===== config.mk =====
export PLATFORM = sky130hd
export DESIGN_NAME = shift_normalizer
export DESIGN_NICKNAME = d
export VERILOG_FILES = /design/src/rtl/shift_normalizer.sv
export SDC_FILE = /design/constraint.sdc
export NUM_CORES = 1
export LEC_CHECK = 0
export CORE_MARGIN = 2
export CORE_UTILIZATION = 54
export DETAILED_ROUTE_END_ITERATION = 10
export PLACE_DENSITY = 0.84
export SLEW_MARGIN = 10
export SYNTH_ARGS = -nofsm -noshare
export SYNTH_HDL_FRONTEND = slang
export SYNTH_SLANG_ARGS = --single-unit

===== constraint.sdc =====
create_clock -name clk -period 2.9 [get_ports clk]
set_input_delay 0.435 -clock clk [delete_from_list [all_inputs] [get_ports clk]]
set_output_delay 0.435 -clock clk [all_outputs]
set_load 0.005 [all_outputs]

===== src/rtl/shift_normalizer.sv =====
// Multi-cycle normalizer: left-shifts a 32-bit operand until normalized and reports the shift amount.
// Optional coarse 8-bit step when SHIFT_NORM_FAST_EN is defined.
module shift_normalizer (
    input  logic        clk,
    input  logic        rst,
    input  logic        start,
    input  logic [31:0] a,
    input  logic        mode,
    output logic        busy,
    output logic        done,
    output logic [31:0] out,
    output logic [4:0]  shamt,
    output logic        zero
);

    localparam logic [1:0] IDLE  = 2'd0;
    localparam logic [1:0] SHIFT = 2'd1;
    localparam logic [1:0] DONE  = 2'd2;

    logic [1:0]  state;
    logic [31:0] r;
    logic [4:0]  cnt;
    logic        mode_q;
    logic        degenerate;
    logic        normalized;

    // NOTE: every always_comb output gets a value on every path, so no latch is inferred.
    always_comb begin
        degenerate = (a == 32'd0) || (mode && (a == 32'hFFFF_FFFF));
        normalized = mode_q ? (r[31] ^ r[30]) : r[31];
    end

`ifdef SHIFT_NORM_FAST_EN
    logic coarse;

    // Signed needs nine equal top bits so that eight of them are redundant.
    always_comb begin
        coarse = mode_q ? ((r[31:23] == 9'h000) || (r[31:23] == 9'h1FF))
                        : (r[31:24] == 8'h00);
    end
`endif

    assign busy = (state != IDLE);
    assign done = (state == DONE);

    // NOTE: sequential state uses non-blocking assignments so every register samples pre-edge values.
    always_ff @(posedge clk) begin
        if (rst) begin
            state  <= IDLE;
            r      <= '0;
            cnt    <= '0;
            mode_q <= 1'b0;
            out    <= '0;
            shamt  <= '0;
            zero   <= 1'b0;
        end else begin
            case (state)
                IDLE: begin
                    if (start) begin
                        r      <= a;
                        cnt    <= '0;
                        mode_q <= mode;
                        if (degenerate) begin
                            out   <= a;
                            shamt <= '0;
                            zero  <= 1'b1;
                            state <= DONE;
                        end else begin
                            state <= SHIFT;
                        end
                    end
                end
                SHIFT: begin
                    if (normalized) begin
                        out   <= r;
                        shamt <= cnt;
                        zero  <= 1'b0;
                        state <= DONE;
                    end
`ifdef SHIFT_NORM_FAST_EN
                    else if (coarse) begin
                        r   <= r << 8;
                        cnt <= cnt + 5'd8;
                    end
`endif
                    else begin
                        r   <= r << 1;
                        cnt <= cnt + 5'd1;
                    end
                end
                DONE:    state <= IDLE;
                default: state <= IDLE;
            endcase
        end
    end

endmodule


==> results of run 1 <==
==> power by group through the flow <==
stage,registers (mW),logic [mW],clock network [mW]
after floorplan,1.48,0.953,0
after global placement,1.50,1.44,0
after detailed placement,1.51,1.48,0
after CTS,1.50,1.49,1.06
after global routing,1.53,1.66,1.10
final,1.50,1.50,1.05
==> worst max-delay path, delay by kind of cell <==
family                 cells  cell delay [ps]
buffers and inverters      1              570
AND/OR/NAND/NOR            3              650
AO/OA/AOI/OAI              2              920
==> state kept, by name (all words and copies together), names as in the netlist <==
signal and count:
shamt 5, r 32, out 32, cnt 5, zero 1, state 2
mode_q 1
==> layout by cell type (no fill, tap or decap), types with 3 or more instances in the layout <==
cell,n
a311oi_1,31
inv_1,34
nand3_1,10
nor4_1,10
a32o_1,5
a211oi_1,7
a221oi_1,16
nor3_1,3
bufinv_16,4
and3_1,27
xor2_1,3
clkdlybuf4s50_1,74
nor2_1,36
nand2_1,68
nand4_1,9
dfxtp_1,78
a21oi_1,9
buf_4,9
clkbuf_8,9
a221oi_2,10
==> per-layer routing <==
metal | global-route usage | vias up
li1 | - | 1616
met1 | 0.343 | 1622
met2 | 0.449 | 160
met3 | 0.0393 | 24
met4 | 0.111 | 0
met5 | 0 | -
==> kinds of logic after synthesis <==
family | synth area share
buffers and inverters | 0.0773
XOR/XNOR | 0.00752
AND/OR/NAND/NOR | 0.233
AO/OA/AOI/OAI | 0.225
multiplexers | 0.00609
adder cells (fa/ha/maj) | 0.00358
flip-flops | 0.447
==> through the flow <==
step                setup slack (ps)  instances
floorplan                       1010        407
detailed placement               232        538
CTS                              604        554
finish                           551        554
global placement                 288        538
global route                     347        554
==> cell type report <==
type / count / area, um^2 / share of cell area
multi-input cells: 263 / 1670 / 0.365
flip-flops and latches: 78 / 1560 / 0.342
repair buffers: 86 / 853 / 0.187
inverters: 34 / 128 / 0.0280
clock buffers: 10 / 128 / 0.0280
well taps: 77 / 96.3 / 0.0211
clock inverters: 6 / 134 / 0.0293
==> worst paths after layout <==
| kind | depth (start not counted) | slack [ps] | from | to |
|---|---|---|---|---|
| worst max register to register | 4 | 860 | state[0] | out[5] |
| worst min register to register | 2 | 460 | out[27] | out[27] |
| worst max-delay path | 6 | 550 | a[0] | out[5] |
| worst min-delay path | 2 | 460 | out[27] | out[27] |
==> metrics.cfg, run 1 <==
[global_routing]
globalRouteTotalUtil=0.267
grt_antenna_before_repair=0
grt_pass1_wl_um=15500
grt_max_degree=68
grt_pass1_vias=3289
grt_overflow_total=0

[clocking]
tritoncts=yes
cts_sinks=78
cts-root-buf=clkbuf_8
clk_path_buf_depth=2
path_clk_slew_ps=80
insertion_delay_ps=350
cts_buffers=9
h-tree-depth=3
cts_resized=0
postCtsSetupBuffers=0
hold_buffers=0

[pwr]
ir_worst_vdd_uv=538
switching_share=0.338
pwr-share-clk=0.259
power.internal_mw=2.68
leakage_nw=1.71
power_mw=4.05
comb_power_share=0.371
power_density_nw_per_um2=887
seqPwrFrac=0.371
p_sw_mw=1.37

[finish]
diodes=0
fin_util=0.723
nFillCells=501
area_delta_synth_final_pct=30.6
drive_above_1_share=0.0985
design_area_um2=4570
nNetsFinal=509

[synth]
syn_area_um2=3490
ys_seq_elements=78
synth.most_common_cell=dfxtp_1
async_flop_share=0
synth_edf_count=0
avgSynthCellArea_um2=8.59
syn_inst=407
synth_top_area_cell=dfxtp_1
ys_top_cells_by_area=dfxtp_1 (45%), a311oi_1 (7.8%), nand2_1 (7.3%), and3_1 (4.8%), a221oi_2 (4.3%)
synth_top_area_frac=0.447
synth.distinct_cells=36
yosysWarnings=0
ys_seq_area_frac=0.447
ys_top_cells_by_count=dfxtp_1 (78), nand2_1 (68), nor2_1 (36), inv_1 (34), a311oi_1 (31)
synthesis.nets=444
yosys_most_used_dff=dfxtp_1

[critical_path]
cp-start-kind=input pin
worstSetupEndpointType=register
path_max_fanout=39
cp.arrival_ps=2600
slowest_delay_ps=570
path_cells=clkdlybuf4s50_1, nand4_1, nor4_1, nand3_2, a21bo_2, a221oi_1
cp.required_ps=3150
crit_type=in2reg
slowest_stage=clkdlybuf4s50_1

[run_status]
outcome=completed

[sta]
rsz0062_at_grt=no
maxSlewViolCount=0
worst_slew_pin_slew_ps=920
fmax_mhz=426
period_needed_ps=2350
setup_violations=0
final_hold_viol_count=0
fin_crit_sh=0.810
finalSetupTns_ps=0
slew_headroom=0.387
fin_skew_ps=9.08
fin_hold_ws_ps=461

[drt]
drtIter0Drc=271
drt-wirelength-per-cell_um=16.9
vias=3422
finalWirelength_um=9360
wirelength_met1_um=4010
drt_first_pass_iters=5
met2_length_um=4520
top_layer=met4
drc_errors=0
dr_wl_met3_um=572
ant_nets=0
vias_per_cell=6.18

[worst_hold_path]
hold_path_class=reg2reg

[die]
fp-row-count=29
core_area_um2=6310
dieHeight_um=84.4
start_util=0.554
die-area_um2=7130
die-width_um=84.4
num_io_pins=76

[placed_design]
portBuffers=75
place_area_um2=4300
hpwlAfterDp_um=6290
place_congestion=0.810

[job]
maxCapViolCount=0

No activity file was read; power rests on OpenSTA's default activity.
==> run 2, diff against run 1 <==
CORE_UTILIZATION = 50   (was 54)
PLACE_DENSITY = 0.79   (was 0.84)
clock period = 2.2 ns   (was 2.9 ns; I/O delays follow)
==> metrics.cfg, run 2 (same netlist as run 1, synthesis figures left out) <==
[run_status]
outcome=completed

[critical_path]
cp-start-kind=input pin
worstSetupEndpointType=register
cp_num_buf_inv=2  ; +1
path_cells=clkdlybuf4s50_1, nand4_1, nor4_1, nand3_2, a21bo_2, buf_12, a221oi_1
slowest_stage=clkdlybuf4s50_1
reg2reg_depth=5  ; +1
path_depth=7  ; +1
critical-path-top-delay-family=buffers and inverters
slowest_delay_ps=540  ; -30 ps
crit_type=in2reg
cp.required_ps=2440  ; -710 ps
path_max_fanout=23  ; -41%
cp.arrival_ps=2300  ; -300 ps

[sta]
fmax_mhz=486
rsz0062_at_grt=no
maxSlewViolCount=0  ; unchanged
fin_crit_sh=0.936
final_hold_viol_count=0  ; unchanged
setup_violations=0  ; unchanged
period_needed_ps=2060
fin_skew_ps=7.75  ; -1.33 ps
slew_headroom=0.730  ; +0.343
worst_slew_pin_slew_ps=402  ; -518 ps

[clocking]
cts_buffers=9  ; unchanged
postCtsSetupBuffers=0  ; unchanged
tritoncts=yes
insertion_delay_ps=340  ; about the same
cts_resized=0  ; unchanged
cts_sinks=78  ; unchanged
h-tree-depth=3  ; unchanged
hold_buffers=0  ; unchanged
clk_path_buf_depth=2  ; unchanged
path_clk_slew_ps=70  ; about the same
cts-root-buf=clkbuf_8

[global_routing]
grt_max_degree=74  ; +8.8%
grt_pass1_vias=3293  ; +0.12%
busiest_layer=met2
use_met2=0.436  ; -0.0135
grt_antenna_before_repair=0  ; unchanged
globalRouteTotalUtil=0.260  ; -0.00698
grt_overflow_total=0  ; unchanged
use_met3=0.0339  ; -0.00540
use_met1=0.345  ; +0.00149
grt_pass1_wl_um=15700  ; +1.7%

[die]
dieHeight_um=87.6  ; +3.7%
fp-row-count=30  ; +3.4%
num_io_pins=76  ; unchanged
start_util=0.514  ; -0.0391
core_area_um2=6790  ; +7.6%
die-area_um2=7670  ; +7.6%
die-width_um=87.6  ; +3.7%

[pwr]
power_density_nw_per_um2=1120  ; +26%
leakage_nw=1.80  ; +5.0%
ir_worst_vdd_uv=554  ; +2.9%

[finish]
drive_above_1_share=0.130  ; +0.0310
nNetsFinal=527  ; +3.5%
design_area_um2=4720  ; +3.5%
reg_top3=out (32), r (32)
mostFrequentLayoutCell=dfxtp_1
area_delta_synth_final_pct=35.2
nFillCells=550  ; +9.8%
layout_common_cells=dfxtp_1 (78), clkdlybuf4s50_1 (74), nand2_1 (68), nor2_1 (36), inv_1 (34)
layout.cells.non_filler=590  ; +6.5%
diodes=0  ; unchanged

[drt]
drt-wirelength-per-cell_um=16.3  ; -3.4%
finalWirelength_um=9630  ; +2.9%
drtIter0Drc=235  ; -13%
drt_first_pass_iters=4  ; -1
drc_errors=0  ; unchanged
vias_per_cell=5.87  ; -4.9%
ant_nets=0  ; unchanged
vias=3465  ; +1.3%

[worst_hold_path]
hold_path_class=reg2reg
hold_depth=2  ; unchanged

[job]
maxCapViolCount=0  ; unchanged

[placed_design]
portBuffers=75  ; unchanged
place_area_um2=4490  ; +4.3%
dp_cells=575  ; +6.9%
hpwlAfterDp_um=6630  ; +5.4%
place_congestion=0.817  ; +0.84%

-- run 2: cell count changes in the layout (fill, tap and decap cells not counted) --
cell,change
buf_4,+16
clkbuf_8,+1
clkinv_4,-1
buf_12,+2
bufinv_16,-1
-- run 2: metrics by stage --
step                      total power, mW  setup slack (ps)   util  setup TNS [ps]  hold slack, ps
after CTS                            5.31               154  0.695               0             461
after global routing                 5.61              11.2  0.695               0             476
final                                5.30               141  0.695               0             459
after detailed placement             4.02              -182  0.661           -4720             450
after floorplan                      3.21               384      -               0             448
after global placement               3.96              -124  0.661           -3850             444
-- run 2: worst reg2reg max path: cells and delay by family (launching register included) --
family,cells,cell delay (ps)
flops,1,530
buf+inv,1,170
simple gates,1,130
compound gates,3,910
-- run 2: power by group --
group / switching, mW / internal (mW)
clock: 0.496 / 0.777
sequential: 0.210 / 1.76
combinational: 1.09 / 0.966
total: 1.79 / 3.51
-- run 2: area by class of cell --
cell class	count	area (um^2)	share of cell area
clock inverter	4	95.1	0.0201
sequential	78	1560	0.331
timing repair buffer	104	1010	0.215
clock buffer	11	141	0.0299
tap	96	120	0.0254
multi-input combinational	263	1670	0.352
inverter	34	128	0.0270
-- run 2: metal layers --
layer  wire length [um]  vias to the layer above  share of wire
met5                  0                        -              0
met1               4180                     1643           0.43
met4                123                        0          0.013
met3                649                       13          0.067
met2               4680                      157           0.49
li1                   -                     1652              -
-- run 2: worst paths after layout --
kind	from	to	slack (ps)
worst min register to register	out[23]	out[23]	460
worst max register to register	state[0]	out[1]	350
worst max-delay path	a[0]	out[1]	140
worst min-delay path	out[23]	out[23]	460
==> run 3, diff against run 2 <==
CORE_MARGIN = 5   (was 2)
==> metrics.cfg, run 3 (same netlist as run 1, synthesis figures left out) <==
[critical_path]
worstSetupEndpointType=register
cp.arrival_ps=2310  ; about the same
crit_type=in2reg
cp-startpoint=a[4]
cp-start-kind=input pin
path_max_fanout=27  ; +17%
cp.required_ps=2450  ; about the same
r2r-start=state[0]

[finish]
fin_util=0.697  ; +0.00166
reg_top3=out (32), r (32)
design_area_um2=4740  ; +0.24%
nFillCells=548  ; -0.36%
nNetsFinal=527  ; unchanged
diodes=0  ; unchanged
layout_common_cells=dfxtp_1 (78), clkdlybuf4s50_1 (74), nand2_1 (68), nor2_1 (36), inv_1 (34)
mostFrequentLayoutCell=dfxtp_1
area_delta_synth_final_pct=35.5
drive_above_1_share=0.135  ; +0.00580

[die]
dieHeight_um=93.6  ; +6.8%
fp-row-count=30  ; unchanged
start_util=0.514  ; unchanged
die-width_um=93.6  ; +6.8%
die-area_um2=8760  ; +14%
num_io_pins=76  ; unchanged
core_area_um2=6790  ; unchanged

[drt]
drt_first_pass_iters=7  ; +3
top_layer=met4
met2_length_um=4610  ; -1.4%
wirelength_met1_um=4260  ; +1.8%
finalWirelength_um=9650  ; +0.18%
dr_wl_met3_um=559  ; -14%
vias_per_cell=5.81  ; -1.1%
drt-wirelength-per-cell_um=16.3  ; about the same
ant_nets=0  ; unchanged
drc_errors=0  ; unchanged
vias=3431  ; -0.98%
drtIter0Drc=222  ; -5.5%

[placed_design]
place_congestion=0.881  ; +7.9%
post-place-ws_ps=-250  ; -68.4 ps
hpwlAfterDp_um=6740  ; +1.8%
place_area_um2=4500  ; +0.28%
portBuffers=75  ; unchanged

[pwr]
leakage_nw=1.79  ; -0.16%
power_density_nw_per_um2=1110  ; -1.2%
power_mw=5.25  ; -0.92%
ir_worst_vdd_uv=609  ; +9.9%

[sta]
fmax_mhz=486  ; about the same
finalSetupTns_ps=0  ; unchanged
period_needed_ps=2060  ; -0.415 ps
setup_violations=0  ; unchanged
final_hold_viol_count=0  ; unchanged
slew_headroom=0.713  ; -0.0166
fin_crit_sh=0.936  ; about the same
worst_slew_pin_slew_ps=427  ; +24.6 ps
maxSlewViolCount=0  ; unchanged
fin_skew_ps=9.16  ; +1.41 ps
rsz0062_at_grt=no
setup_slack_ps=142  ; +0.415 ps

[clocking]
insertion_delay_ps=350  ; about the same
tritoncts=yes
hold_buffers=0  ; unchanged
cts-root-buf=clkbuf_8
cts_buffers=9  ; unchanged
h-tree-depth=3  ; unchanged
clk_path_buf_depth=2  ; unchanged
path_clk_slew_ps=80  ; about the same
cts_sinks=78  ; unchanged

[run_status]
outcome=completed

[worst_hold_path]
hold_path_class=in2reg
hold_start=rst

[global_routing]
grt_pass1_vias=3341  ; +1.5%
globalRouteTotalUtil=0.231  ; -0.0289
grt_overflow_total=0  ; unchanged
grt_pass1_wl_um=16100  ; +2.1%
grt_max_degree=74  ; unchanged
grt_antenna_before_repair=0  ; unchanged

[job]
maxCapViolCount=0  ; unchanged

==> run 3: what timing repair did <==
action / 4_1_cts / 5_1_grt
hold endpoints to repair: 0 / 0
buffers inserted: 0 / 0
endpoints found under the setup margin: 0 / 1
resized for setup: 0 / 2
==> run 3: metal layers <==
| layer | global-route usage | vias to the layer above |
|---|---|---|
| li1 | - | 1652 |
| met1 | 0.307 | 1639 |
| met2 | 0.365 | 116 |
| met3 | 0.0394 | 24 |
| met4 | 0.110 | 0 |
| met5 | 0 | - |
==> run 3: layout make-up <==
class	count	area [um^2]	share of cell area
clock buffer	11	141	0.0299
clock inverter	5	81.3	0.0172
inverter	34	128	0.0269
multi-input combinational	263	1680	0.354
sequential	78	1560	0.330
tap	96	120	0.0254
timing repair buffer	104	1030	0.217
==> run 3: power breakdown <==
| group | switching [mW] | internal [mW] | total (mW) |
|---|---|---|---|
| Sequential | 0.217 | 1.76 | 1.98 |
| Combinational | 1.09 | 0.987 | 2.08 |
| Clock | 0.523 | 0.672 | 1.20 |
| Total | 1.83 | 3.42 | 5.25 |
==> run 3: worst paths after layout <==
check	endpoint	slack, ps	depth (start not counted)
setup / recovery	out[10]	140	7
hold / removal	shamt[2]	440	3
hold reg to reg	out[25]	450	2
setup reg to reg	out[10]	290	5
==> run 3: worst max-delay path, stage by stage <==
cell and delay (ps):
clkdlybuf4s50_1 450, nor4_1 450, and4_1 280, a21oi_2 60, a21bo_2 250, buf_12 170
a221oi_1 310
==> run 3: per-stage QoR <==
step / std cells / hold slack, ps
after floorplan: 407 / 448
after global placement: 575 / 440
after detailed placement: 575 / 445
after CTS: 591 / 423
after global routing: 591 / 463
final: 591 / 441
